===== src/rtl/stream_sum_pn.sv =====
`default_nettype none
// ============================================================================
//  Module   : stream_sum_pn
//  Brief    : Block accumulator. A length strobe opens a block of N signed
//             samples; their (wrapping or saturating) sum is queued in a
//             result FIFO. CTRL/STATUS are reached via a simple cfg port.
//  Options  : define STREAM_SUM_OVF_COUNTER_EN to add the 16-bit saturating
//             overflow counter at 0x08 (reads 0 when undefined).
//  Revision : 1.0 - initial release
// ============================================================================
module stream_sum_pn #(
  parameter int DATA_W     = 8,
  parameter int FIFO_DEPTH = 4
) (
  input  logic              CLK,
  input  logic              RST_N,
  input  logic [DATA_W-1:0] din_value,
  input  logic              din_en,
  output logic              din_rdy,
  input  logic              dout_en,
  output logic [DATA_W-1:0] dout_value,
  output logic              dout_rdy,
  input  logic [7:0]        len_value,
  input  logic              len_en,
  output logic              len_rdy,
  input  logic [7:0]        cfg_address,
  input  logic [31:0]       cfg_data_in,
  input  logic              cfg_op,
  input  logic              cfg_en,
  output logic [31:0]       cfg_data_out,
  output logic              cfg_rdy
);

  localparam int AW = $clog2(FIFO_DEPTH);
  localparam int LW = AW + 1;

  localparam logic [7:0] ADDR_CTRL   = 8'h00;
  localparam logic [7:0] ADDR_STATUS = 8'h04;
  localparam logic [7:0] ADDR_OVFCNT = 8'h08;

  typedef enum logic [1:0] {
    IDLE  = 2'd0,
    ACCUM = 2'd1,
    PUSH  = 2'd2
  } state_t;

  state_t              r_state;
  state_t              w_state_next;
  logic [DATA_W-1:0]   r_sum;
  logic [7:0]          r_count;
  logic                r_pause;
  logic                r_sat;
  logic                r_ovf;
  logic [DATA_W-1:0]   r_mem [FIFO_DEPTH];
  logic [AW-1:0]       r_wr_ptr;
  logic [AW-1:0]       r_rd_ptr;
  logic [LW-1:0]       r_level;

  logic                w_len_fire;
  logic                w_din_fire;
  logic                w_pop;
  logic                w_push;
  logic [DATA_W-1:0]   w_push_data;
  logic                w_full;
  logic [DATA_W-1:0]   w_add;
  logic                w_add_ovf;
  logic [DATA_W-1:0]   w_sum_next;
  logic                w_cfg_wr;
  logic [7:0]          w_level8;
  logic [31:0]         w_rdata;
  logic                w_unused_cfg;

  // Handshake readiness; pause gates only the sample input.
  assign len_rdy    = (r_state == IDLE);
  assign din_rdy    = (r_state == ACCUM) && !r_pause;
  assign dout_rdy   = (r_level != '0);
  assign dout_value = dout_rdy ? r_mem[r_rd_ptr] : '0;
  assign cfg_rdy    = 1'b1;

  assign w_len_fire = len_en && len_rdy && (len_value != 8'd0);
  assign w_din_fire = din_en && din_rdy;
  assign w_pop      = dout_en && dout_rdy;
  assign w_full     = (r_level == LW'(FIFO_DEPTH));
  assign w_cfg_wr   = cfg_en && cfg_op;
  assign w_level8   = 8'(r_level);

  // Signed overflow: equal operand signs, result sign differs.
  assign w_add      = r_sum + din_value;
  assign w_add_ovf  = (r_sum[DATA_W-1] == din_value[DATA_W-1]) &&
                      (w_add[DATA_W-1] != r_sum[DATA_W-1]);

  // Select wrapped or clamped sum; the clamp direction follows operand sign.
  always_comb begin
    w_sum_next = w_add;
    if (w_add_ovf && r_sat) begin
      w_sum_next = r_sum[DATA_W-1] ? {1'b1, {(DATA_W-1){1'b0}}}
                                   : {1'b0, {(DATA_W-1){1'b1}}};
    end
  end

  // FSM state register.
  always_ff @(posedge CLK or negedge RST_N) begin
    if (!RST_N) r_state <= IDLE;
    else        r_state <= w_state_next;
  end

  // FSM next state and FIFO push request. The final sample is pushed straight
  // into the FIFO when there is room, so the result is visible the very next
  // cycle; PUSH is only occupied while waiting for FIFO space.
  always_comb begin
    w_state_next = r_state;
    w_push       = 1'b0;
    w_push_data  = r_sum;
    case (r_state)
      IDLE: begin
        if (w_len_fire) w_state_next = ACCUM;
      end
      ACCUM: begin
        if (w_din_fire && (r_count == 8'd1)) begin
          if (!w_full) begin
            w_push       = 1'b1;
            w_push_data  = w_sum_next;
            w_state_next = IDLE;
          end else begin
            w_state_next = PUSH;
          end
        end
      end
      PUSH: begin
        // Fullness is judged at the start of the cycle: a same-cycle pop
        // does not let the push through until the following cycle.
        if (!w_full) begin
          w_push       = 1'b1;
          w_state_next = IDLE;
        end
      end
      default: w_state_next = IDLE;
    endcase
  end

  // Accumulator and remaining-sample counter.
  always_ff @(posedge CLK or negedge RST_N) begin
    if (!RST_N) begin
      r_sum   <= '0;
      r_count <= 8'd0;
    end else if (w_len_fire) begin
      r_sum   <= '0;
      r_count <= len_value;
    end else if (w_din_fire) begin
      r_sum   <= w_sum_next;
      r_count <= r_count - 8'd1;
    end
  end

  // FIFO storage; contents are invalidated by the pointer/level reset.
  always_ff @(posedge CLK) begin
    if (w_push) r_mem[r_wr_ptr] <= w_push_data;
  end

  // FIFO pointers and fill level.
  always_ff @(posedge CLK or negedge RST_N) begin
    if (!RST_N) begin
      r_wr_ptr <= '0;
      r_rd_ptr <= '0;
      r_level  <= '0;
    end else begin
      if (w_push) r_wr_ptr <= r_wr_ptr + {{(AW-1){1'b0}}, 1'b1};
      if (w_pop)  r_rd_ptr <= r_rd_ptr + {{(AW-1){1'b0}}, 1'b1};
      r_level <= r_level + {{(LW-1){1'b0}}, w_push} - {{(LW-1){1'b0}}, w_pop};
    end
  end

  // CTRL register and sticky overflow flag (a new overflow beats a clear).
  always_ff @(posedge CLK or negedge RST_N) begin
    if (!RST_N) begin
      r_pause <= 1'b0;
      r_sat   <= 1'b0;
      r_ovf   <= 1'b0;
    end else begin
      if (w_cfg_wr && (cfg_address == ADDR_CTRL)) begin
        r_pause <= cfg_data_in[0];
        r_sat   <= cfg_data_in[1];
      end
      if (w_din_fire && w_add_ovf)
        r_ovf <= 1'b1;
      else if (w_cfg_wr && (cfg_address == ADDR_STATUS) && cfg_data_in[24])
        r_ovf <= 1'b0;
    end
  end

`ifdef STREAM_SUM_OVF_COUNTER_EN
  logic [15:0] r_ovf_cnt;

  // Saturating overflow event counter; any write clears it.
  always_ff @(posedge CLK or negedge RST_N) begin
    if (!RST_N)
      r_ovf_cnt <= 16'd0;
    else if (w_cfg_wr && (cfg_address == ADDR_OVFCNT))
      r_ovf_cnt <= 16'd0;
    else if (w_din_fire && w_add_ovf && (r_ovf_cnt != 16'hFFFF))
      r_ovf_cnt <= r_ovf_cnt + 16'd1;
  end
`endif

  // Combinational register read; zero when no read is in progress.
  always_comb begin
    w_rdata = 32'd0;
    if (cfg_en && !cfg_op) begin
      case (cfg_address)
        ADDR_CTRL:   w_rdata = {30'd0, r_sat, r_pause};
        ADDR_STATUS: w_rdata = {7'd0, r_ovf, w_level8, r_count, 6'd0, r_state};
`ifdef STREAM_SUM_OVF_COUNTER_EN
        ADDR_OVFCNT: w_rdata = {16'd0, r_ovf_cnt};
`endif
        default:     w_rdata = 32'd0;
      endcase
    end
  end

  assign cfg_data_out = w_rdata;

  // Write-data bits with no register behind them.
  assign w_unused_cfg = ^{cfg_data_in[31:25], cfg_data_in[23:2]};

endmodule
`default_nettype wire

===== config.mk =====
export PLATFORM = sky130hd
export DESIGN_NAME = stream_sum_pn
export DESIGN_NICKNAME = d
export VERILOG_FILES = /design/src/rtl/stream_sum_pn.sv
export SDC_FILE = /design/constraint.sdc
export NUM_CORES = 1
export LEC_CHECK = 0
export CAP_MARGIN = 10
export CORE_UTILIZATION = 35
export DETAILED_ROUTE_END_ITERATION = 10
export PLACE_DENSITY_LB_ADDON = 0.2
export RECOVER_POWER = 25
export SETUP_SLACK_MARGIN = 0.3
export SYNTH_ARGS = -nofsm -noshare
export SYNTH_HDL_FRONTEND = slang
export SYNTH_SLANG_ARGS = --single-unit

===== constraint.sdc =====
create_clock -name CLK -period 3.8 [get_ports CLK]
set_input_delay 0.38 -clock CLK [delete_from_list [all_inputs] [get_ports CLK]]
set_output_delay 0.38 -clock CLK [all_outputs]
set_load 0.05 [all_outputs]

After elaboration in Yosys (flattened, before gate mapping)
Memory sizes are Yosys's and may differ from the RTL's. Cells that the tools add are included.

Flip-flop bits (word level): 28. Bits in latches: 0. Bits in writable memories: 32. Memory bits (read-only): 0. Input bits: 63. Output and inout bits: 44. Logic and storage cells: 73. Memories: 1.

Add/subtract/negate cells: 6. Multipliers: 0. Div/mod/pow operators: 0. Magnitude comparators: 0. Equality and inequality tests: 10. Shift operators: 0. Muxes and demuxes: 24. Bitwise operators: 0. Reductions and logical operators: 23.

Memories: r_mem (words 4, width 8, read ports 1, clocked after Yosys merged registers in 0, wr ports 1, line 54) `logic [DATA_W-1:0] r_mem [FIFO_DEPTH];`.

Operators with widths (count): 8-bit two-way mux (10); 25-bit case mux with 2 select lines (1); 32-bit two-way mux (1); 1-bit logical AND (14); 8-bit adder (1); 8-bit by 1-bit == test with 1-bit output, second input constant (1); 8-bit by 3-bit == test with 1-bit output, second input constant (1); 8-bit zero test (1); 2-bit two-way mux (4); 8-bit nonzero test (1); 8-bit by 1-bit subtractor with 8-bit output, second input constant (1); 1-bit two-way mux (6); 2-bit case mux with 3 select lines (1); 2-bit by 1-bit adder with 2-bit output, second input constant (2); 2-bit by 1-bit != test with 1-bit output, second input constant (2); 2-bit nonzero test (2); 3-bit by 1-bit adder with 3-bit output (1); 3-bit == test, second input constant (1); 3-bit AND reduction (1); 3-bit nonzero test (1); 3-bit by 1-bit subtractor with 3-bit output (1); 2-bit by 1-bit == test with 1-bit output, second input constant (1); 2-bit == test, second input constant (1); 1-bit zero test (2); other kinds (5) (5).

Logic depth before layout (Yosys ltp)
Gate-level depths: netlist (run 1).

Depth after elaboration: 8. Gate-level depth with buffers: 15. Depth with buffers taken out: 14.

Worst setup path before layout (run 1)
Ideal clock, no wire load.

Path type: flip-flop to flip-flop. Start point: register r_state[1]. End point: register r_level[2]. Library setup time: 0.123 ns. Arrival: 3.344 ns. Data required time: 3.677 ns. Setup slack: 0.333 ns. Stages on the path, launching flop included: 16. Path through: dfrtp_1 > inv_1 > ha_1 > nor2b_1 > and2_1 > buf_4 > nand4b_4 > a21oi_2 > inv_1 > ha_1 > inv_1 > ha_1 > inv_1 > fa_1 > xnor2_1 > xnor2_1.

Word-level cells in the longest chain between the ends: 8. Elaborated cells on any way between the ends: 9. Those cells by class: add/sub: 2; eq/ne: 2; mux: 2; reduce/logical: 3.

RTL lines: start: declaration (line 47) `state_t r_state;`; start signal: assignment (line 104) `else r_state <= w_state_next;`; 2-bit by 1-bit == test with 1-bit output (line 75) `assign din_rdy = (r_state == ACCUM) && !r_pause;`; 1-bit logical AND (line 75); via din_rdy (line 19) `output logic din_rdy,`; 1-bit logical AND (line 81) `assign w_din_fire = din_en && din_rdy;`; 1-bit logical AND (line 119) `if (w_din_fire && (r_count == 8'd1)) begin`; 1-bit two-way mux (line 119); 1-bit case mux with 2 select lines (line 114) `case (r_state)`; 3-bit by 1-bit adder with 3-bit output (line 169) `r_level <= r_level + {{(LW-1){1'b0}}, w_push} - {{(LW-1){1'b0}}, w_pop};`; 3-bit by 1-bit subtractor with 3-bit output (line 169); end signal: assignment (line 169); end: declaration (line 57) `logic [LW-1:0] r_level;`.

The timed path passes the listed nets, and every way through them passes these cells. A chain may end at the register's enable or synchronous reset.

Worst setup path after layout (run 1)
Start point: input cfg_address[4]. End point: output cfg_data_out[10].

Word-level cells in the longest chain between the ends: 3. Elaborated cells on any way between the ends: 4. Those cells by class: eq/ne: 1; mux: 2; reduce/logical: 1.

RTL lines: start: declaration (line 26) `input logic [7:0] cfg_address,`; 8-bit by 3-bit == test with 1-bit output or 8-bit zero test (tied branches) (line 209) `case (cfg_address)`; 25-bit case mux with 2 select lines (*) (line 209); 32-bit two-way mux (*) (line 208) `if (cfg_en && !cfg_op) begin`; end: declaration (line 30) `output logic [31:0] cfg_data_out,`.

Mark *: on every way between the ends. The rest lies on a longest branch, timed or not.

==> impl_metrics.tcl, run 1 <==
set metrics [dict create \
    portBuffers 58 \
    synth_warnings 0 \
    comb_power_share_pct 49.1 \
    top_level_ports 107 \
    placed_cells 512 \
    core-area_um2 9860 \
    hold-worst-slack_ns 0.546 \
    synth_ff_type "edfxtp_1" \
    gp_congestion 0.794 \
    overflow 0 \
    cts_tree "yes" \
    cts_buffers 9 \
    crit_chain "dlygate4sd3_1 > nor4b_1 > nand2_1 > or2_2 > nor2_1 > and2_2 > clkdlybuf4s50_1" \
    synth-seq-area-share_pct 46.0 \
    period_needed_ns 3.47 \
    drc 0 \
    cts-resized-gates 0 \
    clkTransAtPathRegs_ns 0.07 \
    dpl.hpwl_um 5230 \
    drive_above_1_share_pct 11.1 \
    post_cts_buffers 0 \
    min_path_type "reg2reg" \
    critPathMaxFanout 10 \
    violations "capacitance limit, slew limit" \
    vdd_drop_max_uv 339 \
    wirelength_um 7320 \
    drt_iter0_drc 104 \
    clock_latency_ns 0.34 \
    setup_viol 0 \
    final.setup.tns_ns 0 \
    final_common_cell "clkdlybuf4s50_1" \
    cts_buffer_depth 2 \
    multi_input_area_um2 1740 \
    start_util_pct 36.6 \
    fillers 934 \
    required_ns 3.42 \
    synth_cell_type_count 55 \
    switching_power_w 0.00132 \
    crit_slowest_cell "clkdlybuf4s50_1" \
    total_power_w 0.00303 \
    rsz0062_at_grt "no" \
    swShare_pct 43.6 \
    numClockSinks 60 \
    die_area_um2 10700 \
    grt_usage_pct 14.6 \
    mostFrequentLayoutCells "clkdlybuf4s50_1, nand2_1, edfxtp_1" \
    crit_arrival_ns 3.09 \
    synth-xor-area-share_pct 3.64 \
    nets 473 \
    synth_area_per_cell_um2 10.8 \
    synthArstFlopShare_pct 46.7 \
    synth.area.top_cells "edfxtp_1, dfrtp_1, ha_1" \
    drt-pass1-iter-count 4 \
    worstSetupStartpointType "input port" \
    cts.htree.levels 3 \
    clock_skew_ns 0.00935 \
    area_growth_syn_to_layout_pct 21.7 \
    die_w_um 104 \
    cellLeakagePower_nw 1.74 \
    grt_max_degree 29 \
    cts-hold-fix-buffers 0 \
    synthCells 333 \
    cap_violations 1 \
    synth_compound_area_share_pct 12.0 \
    synth_top_area_share_pct 26.6 \
    grt_pass1_wl_um 12300 \
    vias_per_cell 4.76 \
    worst_slew_pin_slew_ns 1.66 \
    finalHoldViolCount 0 \
    synth_enable_flop_cells 32 \
    wl_per_cell_um 13.9 \
    vias 2513 \
    row_count 36 \
    report.final.slew_viol_count 29 \
    intPower_w 0.00171 \
    fmax_mhz 288 \
    ant_nets 0 \
    synthMuxAreaShare_pct 7.07 \
    fin_crit_sh_pct 91.3 \
    n_antenna_cell 0 \
    p_per_area_nw_per_um2 689 \
    synth.ff_latch_count 60 \
    syn_area_um2 3610 \
    cp-end-kind "output port" \
    root_buffer "clkbuf_8" \
    synth_top_family_by_area "simple AND/OR/NAND/NOR gates" \
    fin_cells 528 \
    synthSimpleGateAreaFrac_pct 16.0 \
    cp_slowest_stage_delay_ns 0.79 \
    relSlewSlack_pct -10.6 \
    antenna_found_initial 0 \
    yosysTopAreaCell "edfxtp_1" \
    layout.area.seq_um2 1660 \
    die_height_um 104 \
    outcome "finished, violations left" \
    grt_pass1_vias 2470 \
    path_class "in2out" \
    synth_adder_area_share_pct 7.35 \
    pwr-share-seq_pct 34.0 \
    clkPwrFrac_pct 16.8 \
]
[logic make-up after synthesis]
kind of cell / Yosys count
buf+inv: 48
compound gates: 67
simple gates: 106
flops: 60
fa+ha+maj: 20
other cells: 2
xor+xnor: 15
mux: 15
[metrics by stage]
| stage | util, % | setup WS [ns] | area (um^2) |
|---|---|---|---|
| after floorplan | - | 0.333 | 3670 |
| after global placement | 42.8 | 0.442 | 4220 |
| after detailed placement | 42.8 | 0.432 | 4220 |
| after CTS | 44.6 | 0.427 | 4400 |
| after global routing | 44.5 | 0.170 | 4390 |
| final | 44.5 | 0.331 | 4390 |
[Yosys cell counts, types with 2 or more instances]
| cell | instances |
|---|---|
| a211o_1 | 2 |
| a211oi_1 | 6 |
| a21o_1 | 3 |
| a21oi_1 | 17 |
| a31oi_1 | 2 |
| and2_1 | 24 |
| buf_2 | 3 |
| buf_4 | 20 |
| clkbuf_1 | 6 |
| conb_1 | 2 |
| dfrtp_1 | 28 |
| edfxtp_1 | 32 |
| fa_1 | 2 |
| ha_1 | 18 |
| inv_1 | 17 |
| mux2_2 | 4 |
| mux2i_1 | 3 |
| mux4_2 | 8 |
| nand2_1 | 32 |
| nand2b_1 | 2 |
| nand3_1 | 5 |
| nand4_1 | 2 |
| nor2_1 | 14 |
| nor2b_1 | 5 |
| nor3_1 | 4 |
| nor4_1 | 4 |
| o21a_1 | 3 |
| o21ai_0 | 16 |
| o21ai_1 | 2 |
| o21ai_2 | 5 |
| or2_2 | 3 |
| or3_1 | 3 |
| xnor2_1 | 9 |
| xor2_1 | 6 |
[path summary, 6_finish.rpt]
check | slack [ns] | startpoint | depth (start not counted) | endpoint
max | 0.33 | cfg_address[4] | 7 | cfg_data_out[10]
min | 0.55 | r_level[2] | 1 | r_level[2]
max reg2reg | 0.66 | r_state[1] | 14 | r_level[2]
min reg2reg | 0.55 | r_level[2] | 1 | r_level[2]
max in group asynchronous | 1.84 | RST_N | 2 | r_wr_ptr[1]
min in group asynchronous | 1.00 | RST_N | 2 | r_count[2]
[flip-flops by register name (all words and copies together) (netlist names)]
name,count
r_sum,8
r_rd_ptr,2
r_mem,32
r_count,8
r_pause,1
r_wr_ptr,2
r_state,2
r_level,3
r_sat,1
r_ovf,1
[metal layers]
metal / track usage (%) / routed length [um] / share of wire, % / up-vias
met5: 0 / 0 / 0 / -
met4: 4.04 / 74 / 1.0 / 0
met3: 4.28 / 365 / 5.0 / 5
met2: 23.4 / 3430 / 47 / 74
met1: 19.1 / 3450 / 47 / 1177
li1: - / - / - / 1257
[critical path: cells and delay by family]
| family | cells | cell delay [ns] |
|---|---|---|
| buf+inv | 2 | 1.33 |
| simple gates | 5 | 1.37 |
[layout make-up]
cell class / count / area share, %
clock inverters: 7 / 1.17
multi-input cells: 242 / 39.5
flip-flops and latches: 60 / 37.8
clock buffers: 9 / 2.82
repair buffers: 60 / 13.5
inverters: 17 / 1.45
well taps: 133 / 3.79
[power by group through the flow]
stage	registers (W)	logic (W)	clock network, W
6_report	0.00103	0.00149	0.000510
4_1_cts	0.00103	0.00150	0.000530
3_5_place_dp	0.00105	0.00149	0
3_3_place_gp	0.00104	0.00146	0
2_1_floorplan	0.000953	0.00122	0
5_1_grt	0.00106	0.00164	0.000560
No activity file was read; power rests on OpenSTA's default activity.
==> inputs of run 2 (changes only) <==
--- a/config.mk
+++ b/config.mk
@@ -10,6 +10,7 @@
 export DETAILED_ROUTE_END_ITERATION = 10
 export PLACE_DENSITY_LB_ADDON = 0.2
 export RECOVER_POWER = 25
+export REMOVE_ABC_BUFFERS = 1
 export SETUP_SLACK_MARGIN = 0.3
 export SYNTH_ARGS = -nofsm -noshare
 export SYNTH_HDL_FRONTEND = slang
==> impl_metrics.tcl, run 2 (synthesis results as in run 1) <==
set metrics [dict create \
    clock_latency_ns 0.33 \
    largest_register_ff_count 32 \
    die_area_um2 10700 \
    crit_buf_inv 3 \
    top_level_ports 107 \
    setup_ws_ns 0.487 \
    grt_pass1_wl_um 12300 \
    rsz0062_at_grt "no" \
    cts-hold-fix-buffers 0 \
    die_height_um 104 \
    fin_crit_sh_pct 87.2 \
    crit_family "buffers and inverters" \
    cellLeakagePower_nw 1.75 \
    cts.htree.levels 3 \
    path_class "in2out" \
    core-area_um2 9860 \
    drc 0 \
    area_growth_syn_to_layout_pct 22.4 \
    ant_nets 0 \
    pre_cts_slack_ns 0.591 \
    wl_per_cell_um 14.0 \
    mostFrequentLayoutCells "clkdlybuf4s50_1, nand2_1, edfxtp_1" \
    period_needed_ns 3.31 \
    finalHoldViolCount 0 \
    cap_violations 1 \
    fmax_mhz 302 \
    root_buffer "clkbuf_8" \
    total_power_w 0.00308 \
    p_per_area_nw_per_um2 698 \
    vias_per_cell 4.75 \
    die_w_um 104 \
    post_cts_buffers 0 \
    report.final.slew_viol_count 29 \
    regMostFlops "r_mem" \
    drt-pass1-iter-count 4 \
    worstSetupStartpointType "input port" \
    final_common_cell "clkdlybuf4s50_1" \
    wirelength_um 7410 \
    dpl.hpwl_um 5350 \
    outcome "finished, violations left" \
    grt_usage_pct 14.8 \
    cts-resized-gates 0 \
    cts_tree "yes" \
    cp-end-kind "output port" \
    crit_slowest_cell "clkdlybuf4s50_1" \
    clock_skew_ns 0.0111 \
    setup_viol 0 \
    clkTransAtPathRegs_ns 0.06 \
    critPathMaxFanout 9 \
    crit_arrival_ns 2.93 \
    gp_congestion 0.779 \
    antenna_found_initial 0 \
    vias 2513 \
    row_count 36 \
    cts_buffer_depth 2 \
    drt_iter0_drc 80 \
    n_antenna_cell 0 \
    violations "capacitance limit, slew limit" \
    final.setup.tns_ns 0 \
    numClockSinks 60 \
    start_util_pct 36.6 \
    cts_buffers 9 \
    vdd_drop_max_uv 364 \
    nets 474 \
    top_regs "r_mem x32, r_count x8, r_sum x8" \
    portBuffers 58 \
    crit_chain "dlygate4sd3_1 > nor4b_1 > nand2_1 > or2_2 > nor2_1 > buf_4 > and2_2 > clkdlybuf4s50_1" \
    required_ns 3.42 \
    relSlewSlack_pct -7.70 \
    grt_pass1_vias 2474 \
    grt_max_degree 29 \
    drive_above_1_share_pct 11.1 \
    min_path_type "reg2reg" \
    overflow 0 \
    worst_slew_pin_slew_ns 1.62 \
    cp_slowest_stage_delay_ns 0.79 \
]
## run 2: cell types whose count changed in the layout (fill, tap and decap cells not counted)
cell        change
inv_6           -1
clkbuf_1        +1
clkinvlp_4      +2
buf_4           +1
clkinv_4        -2
bufinv_16       +1
clkinv_2        -1
## run 2: where the power goes
| part | switching [W] | leakage [nW] | internal (W) |
|---|---|---|---|
| Sequential | 0.000176 | 0.641 | 0.000855 |
| Combinational | 0.000873 | 1.02 | 0.000616 |
| Clock | 0.000262 | 0.0845 | 0.000301 |
| Total | 0.00131 | 1.75 | 0.00177 |
## run 2: worst paths after layout
| path | startpoint | end | slack, ns | depth (start not counted) |
|---|---|---|---|---|
| min | r_ovf | r_ovf | 0.53 | 2 |
| max in group asynchronous | RST_N | r_wr_ptr[1] | 1.87 | 2 |
| max | cfg_address[4] | cfg_data_out[10] | 0.49 | 8 |
| max reg2reg | r_state[1] | r_level[2] | 0.65 | 14 |
| min in group asynchronous | RST_N | r_rd_ptr[1] | 0.98 | 2 |
| min reg2reg | r_ovf | r_ovf | 0.53 | 2 |
## run 2: stage by stage
step | instances | cell area (um^2) | utilization, % | hold slack (ns)
floorplan | 319 | 3460 | - | 0.0844
global placement | 513 | 4230 | 42.9 | 0.506
detailed placement | 513 | 4230 | 42.9 | 0.521
CTS | 529 | 4420 | 44.8 | 0.441
global route | 529 | 4420 | 44.8 | 0.573
finish | 529 | 4420 | 44.8 | 0.533
## run 2: layer usage
metal	routed length (um)	track usage (%)
met3	235	3.02
met2	3570	24.5
met1	3510	18.7
met5	0	0
met4	97	6.52
## run 2: layout make-up
cell class                 count  area, um^2
timing repair buffer          61         599
inverter                      17        63.8
multi-input combinational    242        1740
clock buffer                  10         128
sequential                    60        1660
fill                         918        5450
tap                          133         166
clock inverter                 6        65.1
## run 2: worst register-to-register path, stage by stage, from the launching register on
cell      delay, ns
dfrtp_1        0.43
inv_1          0.12
ha_1           0.21
nor2b_1        0.25
and2_0         0.30
nand4b_4       0.17
a21oi_2        0.34
inv_1          0.09
ha_1           0.28
inv_1          0.05
ha_1           0.12
inv_1          0.04
fa_1           0.38
xnor2_1        0.19
xnor2_1        0.13
==> inputs of run 3 (changes only) <==
--- a/config.mk
+++ b/config.mk
@@ -5,7 +5,6 @@
 export SDC_FILE = /design/constraint.sdc
 export NUM_CORES = 1
 export LEC_CHECK = 0
-export CAP_MARGIN = 10
 export CORE_UTILIZATION = 35
 export DETAILED_ROUTE_END_ITERATION = 10
 export PLACE_DENSITY_LB_ADDON = 0.2
==> results of run 3 <==
Same layout as run 2: the final DEF is identical, and so are final timing and power.
